<file path="src/rtl/mem_stage_pkg.sv">
// rtl/mem_stage_pkg.sv - shared memop codes, stall levels, bus widths and lane helpers for the MEM stage
//
// Purpose: constants and small pure functions used by mem_stage and its
// load alignment sub-module. No ports.

package mem_stage_pkg;

  // Memory operation codes carried in ex_memop.
  typedef enum logic [3:0] {
    MEM_NONE = 4'd0,
    MEM_LB   = 4'd1,
    MEM_LBU  = 4'd2,
    MEM_LH   = 4'd3,
    MEM_LHU  = 4'd4,
    MEM_LW   = 4'd5,
    MEM_SB   = 4'd6,
    MEM_SH   = 4'd7,
    MEM_SW   = 4'd8
  } memop_e;

  // Pipeline stall levels.
  localparam logic StallYes = 1'b1;
  localparam logic StallNo  = 1'b0;

  // Data bus geometry.
  localparam int BUS_AW = 32;
  localparam int BUS_DW = 32;
  localparam int BUS_SW = BUS_DW / 8;

  // Handshake FSM states.
  typedef enum logic [1:0] {
    ST_IDLE = 2'd0,
    ST_REQ  = 2'd1,
    ST_DONE = 2'd2
  } state_e;

  function automatic logic is_load(input memop_e op);
    return (op == MEM_LB) || (op == MEM_LBU) || (op == MEM_LH) ||
           (op == MEM_LHU) || (op == MEM_LW);
  endfunction

  function automatic logic is_store(input memop_e op);
    return (op == MEM_SB) || (op == MEM_SH) || (op == MEM_SW);
  endfunction

  // Halfwords need addr[0]=0, words need addr[1:0]=0; bytes never misalign.
  function automatic logic is_misaligned(input memop_e op, input logic [1:0] a);
    case (op)
      MEM_LH, MEM_LHU, MEM_SH: return a[0];
      MEM_LW, MEM_SW:          return a != 2'b00;
      default:                 return 1'b0;
    endcase
  endfunction

  // Byte enables, bit i covers data bits 8i+7:8i (little-endian lanes).
  function automatic logic [BUS_SW-1:0] lane_sel(input memop_e op, input logic [1:0] a);
    case (op)
      MEM_LB, MEM_LBU, MEM_SB: return 4'b0001 << a;
      MEM_LH, MEM_LHU, MEM_SH: return a[1] ? 4'b1100 : 4'b0011;
      MEM_LW, MEM_SW:          return 4'b1111;
      default:                 return 4'b0000;
    endcase
  endfunction

  // Replicate the store operand across all lanes so byte enables alone pick the target.
  function automatic logic [BUS_DW-1:0] store_lanes(input memop_e op, input logic [BUS_DW-1:0] d);
    case (op)
      MEM_SB:  return {4{d[7:0]}};
      MEM_SH:  return {2{d[15:0]}};
      default: return d;
    endcase
  endfunction

endpackage

</file>
<file path="src/rtl/mem_stage_load_align.sv">
// rtl/mem_stage_load_align.sv - picks the addressed lane of a read word and sign/zero-extends it
//
// Purpose: combinational load data alignment.
// Ports:
//   rdata_i  in  32  captured bus read word
//   addr_i   in  2   low address bits selecting the lane
//   memop_i  in  4   load op (LB/LBU/LH/LHU/LW)
//   result_o out 32  extended load result

module mem_stage_load_align
  import mem_stage_pkg::*;
(
  input  logic [BUS_DW-1:0] rdata_i,
  input  logic [1:0]        addr_i,
  input  memop_e            memop_i,
  output logic [BUS_DW-1:0] result_o
);

  logic [7:0]  byte_lane;
  logic [15:0] half_lane;

  always_comb begin
    byte_lane = 8'h00;
    case (addr_i)
      2'd0: byte_lane = rdata_i[7:0];
      2'd1: byte_lane = rdata_i[15:8];
      2'd2: byte_lane = rdata_i[23:16];
      2'd3: byte_lane = rdata_i[31:24];
      default: byte_lane = 8'h00;
    endcase
    half_lane = addr_i[1] ? rdata_i[31:16] : rdata_i[15:0];
  end

  always_comb begin
    result_o = rdata_i;
    case (memop_i)
      MEM_LB:  result_o = {{24{byte_lane[7]}}, byte_lane};
      MEM_LBU: result_o = {24'h000000, byte_lane};
      MEM_LH:  result_o = {{16{half_lane[15]}}, half_lane};
      MEM_LHU: result_o = {16'h0000, half_lane};
      default: result_o = rdata_i;
    endcase
  end

endmodule

</file>
<file path="src/rtl/mem_stage.sv">
// rtl/mem_stage.sv - pipeline MEM stage: data bus handshake FSM, load alignment and writeback forwarding
//
// Purpose: runs one data-memory access per memop, stalling the pipeline until
// the bus acknowledges or the access times out, then hands the writeback
// triple to mem_wb.
// Ports:
//   clk, rst                  clock, synchronous active-high reset
//   stall_i                   pipeline stall for this stage (StallYes/StallNo)
//   ex_wdata_i/waddr_i/we_i   EX result, destination register, write enable
//   ex_memop_i                memory op code
//   ex_maddr_i, ex_sdata_i    effective address, store data
//   mem_wdata_o/waddr_o/we_o  writeback triple to mem_wb
//   stall_req_o               pipeline stall request
//   bus_req_o/we_o/addr_o/sel_o/wdata_o  registered bus request fields
//   bus_rdata_i, bus_ack_i    read data and one-cycle completion
//   align_err_o               misaligned access (combinational)
//   bus_err_o                 timeout abort indication

module mem_stage
  import mem_stage_pkg::*;
#(
  parameter int TIMEOUT = 16
) (
  input  logic              clk,
  input  logic              rst,
  input  logic              stall_i,
  input  logic [31:0]       ex_wdata_i,
  input  logic [4:0]        ex_waddr_i,
  input  logic              ex_we_i,
  input  logic [3:0]        ex_memop_i,
  input  logic [31:0]       ex_maddr_i,
  input  logic [31:0]       ex_sdata_i,
  output logic [31:0]       mem_wdata_o,
  output logic [4:0]        mem_waddr_o,
  output logic              mem_we_o,
  output logic              stall_req_o,
  output logic              bus_req_o,
  output logic              bus_we_o,
  output logic [BUS_AW-1:0] bus_addr_o,
  output logic [BUS_SW-1:0] bus_sel_o,
  output logic [BUS_DW-1:0] bus_wdata_o,
  input  logic [BUS_DW-1:0] bus_rdata_i,
  input  logic              bus_ack_i,
  output logic              align_err_o,
  output logic              bus_err_o
);

  localparam int CW = (TIMEOUT > 2) ? $clog2(TIMEOUT) : 1;
  localparam logic [CW-1:0] CNT_LAST = CW'(TIMEOUT - 1);

  state_e            state_q, state_d;
  logic [CW-1:0]     cnt_q, cnt_d;
  logic              bus_req_q, bus_req_d;
  logic              bus_we_q, bus_we_d;
  logic [BUS_AW-1:0] bus_addr_q, bus_addr_d;
  logic [BUS_SW-1:0] bus_sel_q, bus_sel_d;
  logic [BUS_DW-1:0] bus_wdata_q, bus_wdata_d;
  logic [BUS_DW-1:0] rdata_q, rdata_d;
  logic              err_q, err_d;

  memop_e      op;
  logic        op_load;
  logic        op_store;
  logic        op_mem;
  logic        op_misaligned;
  logic [31:0] load_result;

  assign op            = memop_e'(ex_memop_i);
  assign op_load       = is_load(op);
  assign op_store      = is_store(op);
  assign op_mem        = op_load | op_store;
  assign op_misaligned = is_misaligned(op, ex_maddr_i[1:0]);

  mem_stage_load_align u_load_align (
    .rdata_i  (rdata_q),
    .addr_i   (ex_maddr_i[1:0]),
    .memop_i  (op),
    .result_o (load_result)
  );

  always_ff @(posedge clk) begin
    if (rst) begin
      state_q     <= ST_IDLE;
      cnt_q       <= '0;
      bus_req_q   <= 1'b0;
      bus_we_q    <= 1'b0;
      bus_addr_q  <= '0;
      bus_sel_q   <= '0;
      bus_wdata_q <= '0;
      rdata_q     <= '0;
      err_q       <= 1'b0;
    end else begin
      state_q     <= state_d;
      cnt_q       <= cnt_d;
      bus_req_q   <= bus_req_d;
      bus_we_q    <= bus_we_d;
      bus_addr_q  <= bus_addr_d;
      bus_sel_q   <= bus_sel_d;
      bus_wdata_q <= bus_wdata_d;
      rdata_q     <= rdata_d;
      err_q       <= err_d;
    end
  end

  // Next-state and registered bus fields.
  always_comb begin
    state_d     = state_q;
    cnt_d       = cnt_q;
    bus_req_d   = bus_req_q;
    bus_we_d    = bus_we_q;
    bus_addr_d  = bus_addr_q;
    bus_sel_d   = bus_sel_q;
    bus_wdata_d = bus_wdata_q;
    rdata_d     = rdata_q;
    err_d       = err_q;
    case (state_q)
      ST_IDLE: begin
        if (op_mem && !op_misaligned) begin
          bus_req_d   = 1'b1;
          bus_we_d    = op_store;
          bus_addr_d  = {ex_maddr_i[31:2], 2'b00};
          bus_sel_d   = lane_sel(op, ex_maddr_i[1:0]);
          bus_wdata_d = store_lanes(op, ex_sdata_i);
          cnt_d       = '0;
          err_d       = 1'b0;
          state_d     = ST_REQ;
        end
      end
      ST_REQ: begin
        // Ack is tested first so it wins over a simultaneous timeout.
        if (bus_ack_i) begin
          bus_req_d = 1'b0;
          rdata_d   = bus_rdata_i;
          state_d   = ST_DONE;
        end else if (cnt_q == CNT_LAST) begin
          bus_req_d = 1'b0;
          err_d     = 1'b1;
          state_d   = ST_DONE;
        end else begin
          cnt_d = cnt_q + CW'(1);
        end
      end
      ST_DONE: begin
        if (stall_i == StallNo) begin
          state_d = ST_IDLE;
        end
      end
      default: state_d = ST_IDLE;
    endcase
  end

  // Combinational outputs, forced to zero while reset is held.
  always_comb begin
    mem_wdata_o = '0;
    mem_waddr_o = '0;
    mem_we_o    = 1'b0;
    stall_req_o = 1'b0;
    align_err_o = 1'b0;
    bus_err_o   = 1'b0;
    if (!rst) begin
      case (state_q)
        ST_IDLE: begin
          mem_wdata_o = ex_wdata_i;
          mem_waddr_o = ex_waddr_i;
          if (!op_mem) begin
            mem_we_o = ex_we_i;
          end else if (op_misaligned) begin
            align_err_o = 1'b1;
          end else begin
            stall_req_o = 1'b1;
          end
        end
        ST_REQ: begin
          stall_req_o = 1'b1;
          mem_waddr_o = ex_waddr_i;
        end
        ST_DONE: begin
          mem_wdata_o = op_load ? load_result : ex_wdata_i;
          mem_waddr_o = ex_waddr_i;
          mem_we_o    = ex_we_i & ~err_q;
          bus_err_o   = err_q;
        end
        default: begin
          mem_we_o = 1'b0;
        end
      endcase
    end
  end

  assign bus_req_o   = bus_req_q;
  assign bus_we_o    = bus_we_q;
  assign bus_addr_o  = bus_addr_q;
  assign bus_sel_o   = bus_sel_q;
  assign bus_wdata_o = bus_wdata_q;

endmodule
</file>
<file path="config.mk">
export PLATFORM = sky130hd
export DESIGN_NAME = mem_stage
export DESIGN_NICKNAME = d
export VERILOG_FILES = /design/src/rtl/mem_stage_pkg.sv /design/src/rtl/mem_stage_load_align.sv /design/src/rtl/mem_stage.sv
export SDC_FILE = /design/constraint.sdc
export NUM_CORES = 1
export LEC_CHECK = 0
export CORE_ASPECT_RATIO = 0.75
export CORE_MARGIN = 4
export CORE_UTILIZATION = 45
export DETAILED_ROUTE_END_ITERATION = 8
export PLACE_DENSITY = 0.82
export SLEW_MARGIN = 15
export SYNTH_ARGS = -nofsm -noshare
export SYNTH_HDL_FRONTEND = slang
export SYNTH_HIERARCHICAL = 1
export SYNTH_SLANG_ARGS = --single-unit
export TNS_END_PERCENT = 1
</file>
<file path="constraint.sdc">
create_clock -name clk -period 2.8 [get_ports clk]
set_clock_uncertainty 0.05 [all_clocks]
set_input_delay 0.56 -clock clk [delete_from_list [all_inputs] [get_ports clk]]
set_output_delay 0.56 -clock clk [all_outputs]
set_load 0.05 [all_outputs]
</file>
==> impl_results.md, run 1 <==
- Status: complete, but fails checks
- Failing checks: negative setup slack
- H-tree depth: 3
- Critical path data required time: 2.19 ns
- Synth Register Bits: 107
- Post-CTS Hold Fix Bufs: 0
- Setup WS post-layout: -0.0236 ns
- Area delta synth->final: 57.9%
- Post-Synthesis Cells: 739
- Detail Placement HPWL: 16.6 mm
- Die area: 0.0163 mm^2
- Detailed Routing Iterations Pass 1: 5
- Final WL: 22.0 mm
- Global-route wire length before repair: 34.2 mm
- Via/cell ratio: 5.47
- Hold path start: bus_sel_o[3]$_SDFFE_PP0P_
- Switching Fraction: 34.5%
- Pwr/cell area: 460 mW/mm^2
- Final period utilization: 101%
- Num ports: 253
- Port bufs: 250
- Initial core utilization: 46.5%
- Largest net degree at the start of global routing: 176
- CTS Buffer Depth: 2
- Clock transition at path regs: 0.07 ns
- RSZ-0062 raised after global routing: true
- NetSw: 0.00161 W
- Top_reg_cell synth: dfxtp_1
- Rows: 37
- Worst R2R Path Depth: 5
- Hold Fails Final Rpt: 0
- P_leak: 4.09 nW
- Reg2reg end: cnt_q[3]$_SDFFE_PP0P_
- CTS Root Cell: clkbuf_16
- Clk_lat worst skew: 0.34 ns
- Post-Syn Area: 0.00643 mm^2
- DR iter-0 viols: 488
- Rel. slew slack: 55.9%
- Crit Reg-Reg Startpoint: state_q[0]$_SDFFE_PP0P_
- Util after Layout: 73.4%
- All-Layer GR Usage: 26.1%
- Sequential share of power: 36.3%
- Worst hold path endpoint: bus_sel_o[3]$_SDFFE_PP0P_
- Max Cap Violations: 0
- Total number of yosys warnings: 6
- Fmax: 354 MHz
- Seq/Total Area, Yosys: 33.3%
- Setup Total Neg Slack: -0.0658 ns
- Fin area: 0.0102 mm^2
- Top-area cell type share of the netlist area: 33.3%
- CTS Buf Count: 9
- Yosys cell types: 72
- Final setup viols: 7
- Slew @ Worst Pin: 0.662 ns
- Routed WL per cell: 18.7 um
- Top area cells in the synthesized netlist: dfxtp_1 33%, mux2i_1 10%, nand2b_1 7.8%
- Drc violations: 0
- Vias: 6436
- Die extent in y: 112 um
- Vias in the first global route: 6112
- Startpoint type of the worst setup path: primary input
- Cell taking the most area after synthesis: dfxtp_1
- Clock Sinks: 107
- EDFF count, synth: 0
- Layout cells sized above 1: 17.9%
- Global route overflow: 0
- Critical path type: in2out
- Combinational share of power: 36.5%
- Initial antenna violation count: 2
- Layout net count: 1137
- Endpoint type of the worst setup path: primary output
- Post-DP Area: 0.00971 mm^2
- Worst vdd ir: 338 uV
- CTS tree: done
- Fin crit period: 2.82 ns
- Reg2Reg Setup Slack: 1.00 ns
- Power share of the clock group: 27.3%
- Die Wd: 146 um
- Final Slew Violations: 0
- CP Data Arrival Time: 2.21 ns
- Crit path max fanout: 5
- Share of synthesized flip-flops with an asynchronous set or reset: 0%
- Hold Crit Class: reg2reg
- Final ANT Viol Nets: 0
- Routability Congestion: 0.971
- CORE AREA: 0.0138 mm^2
- Internal: 0.00306 W
- WHS Path Cells: 2
- Post-Syn Area per Cell: 8.71 um^2
## sequential cells by signal, indices dropped and copies added (netlist names)
| register | cells |
|---|---|
| bus_sel_o | 4 |
| state_q | 2 |
| rdata_q | 32 |
| bus_req_o | 1 |
| bus_we_o | 1 |
| bus_wdata_o | 32 |
| bus_addr_o | 30 |
| err_q | 1 |
| cnt_q | 4 |
## stage by stage
stage | worst slack (ns) | hold slack, ns | std cells | power, W
final | -0.0236 | 0.421 | 1176 | 0.00468
after global routing | -0.0916 | 0.435 | 1176 | 0.00487
after CTS | -0.0421 | 0.426 | 1175 | 0.00470
after detailed placement | -0.588 | 0.410 | 1153 | 0.00341
after global placement | -0.516 | 0.394 | 1153 | 0.00338
after floorplan | -0.209 | 0.396 | 740 | 0.00267
## kinds of logic (layout without fill, tap and decap cells)
family                     after synthesis  in the layout  synth area share [%]
xor gates and xnor gates                 1              1                 0.136
other                                    1              4                0.0583
and+or+nand+nor                        278            279                  22.8
muxes                                  107            107                  19.0
DFF                                    107            107                  33.3
buffers and inverters                   78            336                  6.01
adders and majority gates                2              2                 0.350
AOI/OAI and AO/OA                      165            165                  18.4
## worst max-delay path by stage
stage               cells past startpoint  slack [ns]                    start         endpoint
finish                                  8       -0.02            ex_maddr_i[1]  mem_wdata_o[14]
global route                            9       -0.09            ex_memop_i[3]   mem_wdata_o[1]
CTS                                     8       -0.04  rdata_q[7]$_SDFFE_PP0P_  mem_wdata_o[18]
detailed placement                      7       -0.59            ex_memop_i[2]  mem_wdata_o[10]
global placement                        7       -0.52            ex_memop_i[2]  mem_wdata_o[27]
floorplan                               8       -0.21            ex_maddr_i[1]  mem_wdata_o[16]
## final cells by class
class	instances	area, um^2
clock buffers	10	239
diodes	2	5.00
multi-input cells	556	4000
repair buffers	309	3450
inverters	11	41.3
clock inverters	6	67.6
flip-flops and latches	107	2150
well taps	175	219
fillers	1034	3680
## power groups by stage
stage	registers [W]	logic [W]	clock network (W)
after global routing	0.00171	0.00178	0.00138
after detailed placement	0.00173	0.00168	0
after CTS	0.00169	0.00170	0.00131
after global placement	0.00172	0.00166	0
final	0.00170	0.00170	0.00128
after floorplan	0.00200	0.000675	0
## synthesized netlist by cell type (all sizes together), types with 2 or more instances
library cell,number
dfxtp,107
nand2,91
nor3b,2
buf,31
mux4,7
nor2,38
nand2b,80
o41ai,3
o21ai,19
a21oi,50
inv,11
o211a,2
or3b,3
a221o,2
a21o,19
a22o,23
nand3,2
nor4bb,2
and2,7
mux2,34
a22oi,14
nand3b,6
or2,2
nor3,6
o211ai,7
nor4b,2
or3,2
nor2b,28
a211oi,6
mux2i,66
a31oi,7
clkbuf,36
and3,2
## worst max-delay path, stage by stage
cell,delay (ns)
buf_2,0.11
mux4_2,0.57
buf_6,0.15
nand4_1,0.14
buf_4,0.17
o211ai_1,0.12
a22o_1,0.23
buf_12,0.15
## layer usage
layer / wire [um] / track usage, %
met1: 9760 / 36.1
met2: 9920 / 40.3
met4: 337 / 5.51
met5: 0 / 0
met3: 1990 / 8.34
## repair_timing
item / 4_1_cts / 5_1_grt
endpoints found under the hold margin: 0 / 0
endpoints found under the setup margin: 35 / 32
setup buffers: 3 / 0
gates resized for setup: 34 / 15
gates cloned: 3 / 0
pin swaps: 20 / 18
## cells in the final DEF, fill, tap and decap left out, drive strengths merged, types with 2 or more instances in the layout
cell type,netlist,routed
nor3,6,6
a22o,23,23
a31oi,7,7
clkinv,0,2
nand3b,6,6
o211a,2,2
a21o,19,19
nor3b,2,2
or2,2,2
nand2b,80,80
buf,31,105
mux2,34,34
conb,1,2
nor4bb,2,2
o41ai,3,3
a22oi,14,14
a211oi,6,6
or3b,3,3
a221o,2,2
o211ai,7,7
and3,2,2
nand2,91,91
nand3,2,2
inv,11,15
diode,0,2
mux2i,66,66
clkbuf,36,10
and2,7,7
dfxtp,107,107
clkdlybuf4s50,0,202
mux4,7,7
or3,2,2
nor2,38,38
dlygate4sd2,0,2
a21oi,50,50
nor4b,2,2
nor2b,28,29
o21ai,19,19
Power figures use the tool's default switching activity.
==> run 2, diff against run 1 <==
- GPL_ROUTABILITY_DRIVEN: unset -> 0
- HOLD_SLACK_MARGIN: unset -> 0.06
- RECOVER_POWER: unset -> 25
==> impl_results.md, run 2 (same netlist as run 1, synthesis figures left out) <==
- Most frequent cells in the layout: 198 x clkdlybuf4s50_1, 106 x dfxtp_1, 91 x nand2_1, 80 x nand2b_1, 66 x mux2i_1
- Global route overflow: 0 (unchanged)
- Hold Fails Final Rpt: 0 (unchanged)
- CORE AREA: 0.0138 mm^2 (unchanged)
- Post-DP Area: 0.00971 mm^2 (unchanged)
- Area of the multi-input gates: 0.00398 mm^2 (-0.28%)
- Status: complete, but fails checks
- Layout cells sized above 1: 17.2% (-0.70 points)
- Reg area: 0.00215 mm^2 (unchanged)
- FILL cells: 1039 (+0.48%)
- Fin crit period: 2.81 ns (-0.0175 ns)
- Endpoint type of the worst setup path: primary output
- Via/cell ratio: 5.48 (about the same)
- Post-CTS Hold Fix Bufs: 0 (unchanged)
- RSZ-0062 raised after global routing: true
- CP Data Arrival Time: 2.20 ns (about the same)
- Die area: 0.0163 mm^2 (unchanged)
- Largest net degree at the start of global routing: 176 (unchanged)
- Final Slew Violations: 0 (unchanged)
- Commonest non-fill, non-tap cell in the layout: clkdlybuf4s50_1
- CTS Buffer Depth: 2 (unchanged)
- Crit path max fanout: 8 (+3)
- DR iter-0 viols: 491 (+0.61%)
- Area delta synth->final: 57.5%
- Vias in the first global route: 6112 (unchanged)
- Fin area: 0.0101 mm^2 (-0.28%)
- Worst-case hold slack: 0.421 ns (+0.0000230 ns)
- CTS tree: done
- Final WL: 22.0 mm (about the same)
- Worst vdd ir: 339 uV (+0.17%)
- Rows: 37 (unchanged)
- P_leak: 4.08 nW (-0.28%)
- Hold Crit Class: reg2reg
- Pwr/cell area: 460 mW/mm^2 (about the same)
- Max Cap Violations: 0 (unchanged)
- Final setup viols: 2 (-5)
- Critical path type: in2out
- Final period utilization: 100% (-0.62 points)
- Initial antenna violation count: 2 (unchanged)
- Placement Setup Slack: -0.588 ns (unchanged)
- CTS Root Cell: clkbuf_16
- Final Power: 0.00467 W (-0.26%)
- Drc violations: 0 (unchanged)
- Final ANT Viol Nets: 0 (unchanged)
- All-Layer GR Usage: 26.1% (unchanged)
- Num ports: 253 (unchanged)
- Routed WL per cell: 18.7 um (about the same)
- Critical path data required time: 2.19 ns (about the same)
- Layout net count: 1137 (unchanged)
- Die extent in y: 112 um (unchanged)
- Port bufs: 250 (unchanged)
- Global-route wire length before repair: 34.2 mm (unchanged)
- Setup Total Neg Slack: -0.00966 ns (+0.0562 ns)
- Detail Placement HPWL: 16.6 mm (unchanged)
- Vias: 6442 (+0.093%)
- Startpoint type of the worst setup path: primary input
- Initial core utilization: 46.5% (unchanged)
- Die Wd: 146 um (unchanged)
- Setup WS post-layout: -0.00614 ns (+0.0175 ns)
- Clock transition at path regs: 0.07 ns (about the same)
- Clk_lat worst skew: 0.34 ns (about the same)
- Failing checks: negative setup slack
- Detailed Routing Iterations Pass 1: 5 (unchanged)
- Clock Sinks: 107 (unchanged)
- Rel. slew slack: 13.5% (-42 points)
- H-tree depth: 3 (unchanged)
- Slew @ Worst Pin: 1.30 ns (+0.636 ns)
- CTS Buf Count: 9 (unchanged)
- Fmax: 356 MHz (+0.62%)
run 2: cell count changes in the layout (fill, tap and decap cells not counted), sizes merged:
cell,before,now
dlygate4sd3,0,4
buf,105,100
clkdlybuf4s50,202,198
clkbuf,10,15
run 2: layout make-up:
type / count / area share [%]
Multi-Input combinational cell: 556 / 39.3
Timing Repair Buffer: 309 / 33.9
Sequential cell: 107 / 21.2
Clock buffer: 10 / 2.36
Tap cell: 175 / 2.16
Clock inverter: 6 / 0.667
Inverter: 11 / 0.408
Antenna cell: 2 / 0.0494
run 2: report_power, final:
group / internal, W / total [W] / leakage, nW / switching [W]
combinational: 0.000775 / 0.00170 / 3.05 / 0.000920
clock: 0.000657 / 0.00127 / 0.150 / 0.000617
sequential: 0.00162 / 0.00170 / 0.874 / 0.0000711
run 2: what timing repair did:
action	4_1_cts	5_1_grt
pin swaps	20	18
setup buffers	3	0
gates cloned	3	0
gates resized for setup	34	15
endpoints found under the setup margin	35	32
run 2: per-stage QoR:
step	instances	utilization (%)
after floorplan	740	-
after global placement	1153	70.2
after detailed placement	1153	70.2
after CTS	1175	73.2
after global routing	1176	73.2
final	1176	73.2
run 2: final timing paths:
check        cells past startpoint  slack (ns)                         to                 startpoint
max                              9      -0.006            mem_wdata_o[31]              ex_maddr_i[1]
min                              2        0.42  bus_sel_o[3]$_SDFFE_PP0P_  bus_sel_o[3]$_SDFFE_PP0P_
max reg2reg                      6        0.11   rdata_q[11]$_SDFFE_PP0P_    state_q[0]$_SDFFE_PP0P_
min reg2reg                      2        0.42  bus_sel_o[3]$_SDFFE_PP0P_  bus_sel_o[3]$_SDFFE_PP0P_
run 2: worst max-delay path, cell delays in order:
cell and delay [ns]:
buf_2 0.11, mux4_2 0.56, nor2_4 0.13, a211oi_4 0.06, buf_12 0.16, a21o_1 0.18, a22oi_2 0.17, nor2_2 0.08
buf_12 0.18
run 2: per-layer routing:
metal | vias up | global-route usage (%) | share of wire, %
met1 | 3038 | 36.1 | 45
met4 | 0 | 5.51 | 1.5
li1 | 3090 | - | -
met5 | - | 0 | 0
met2 | 283 | 40.3 | 45
met3 | 31 | 8.34 | 8.9
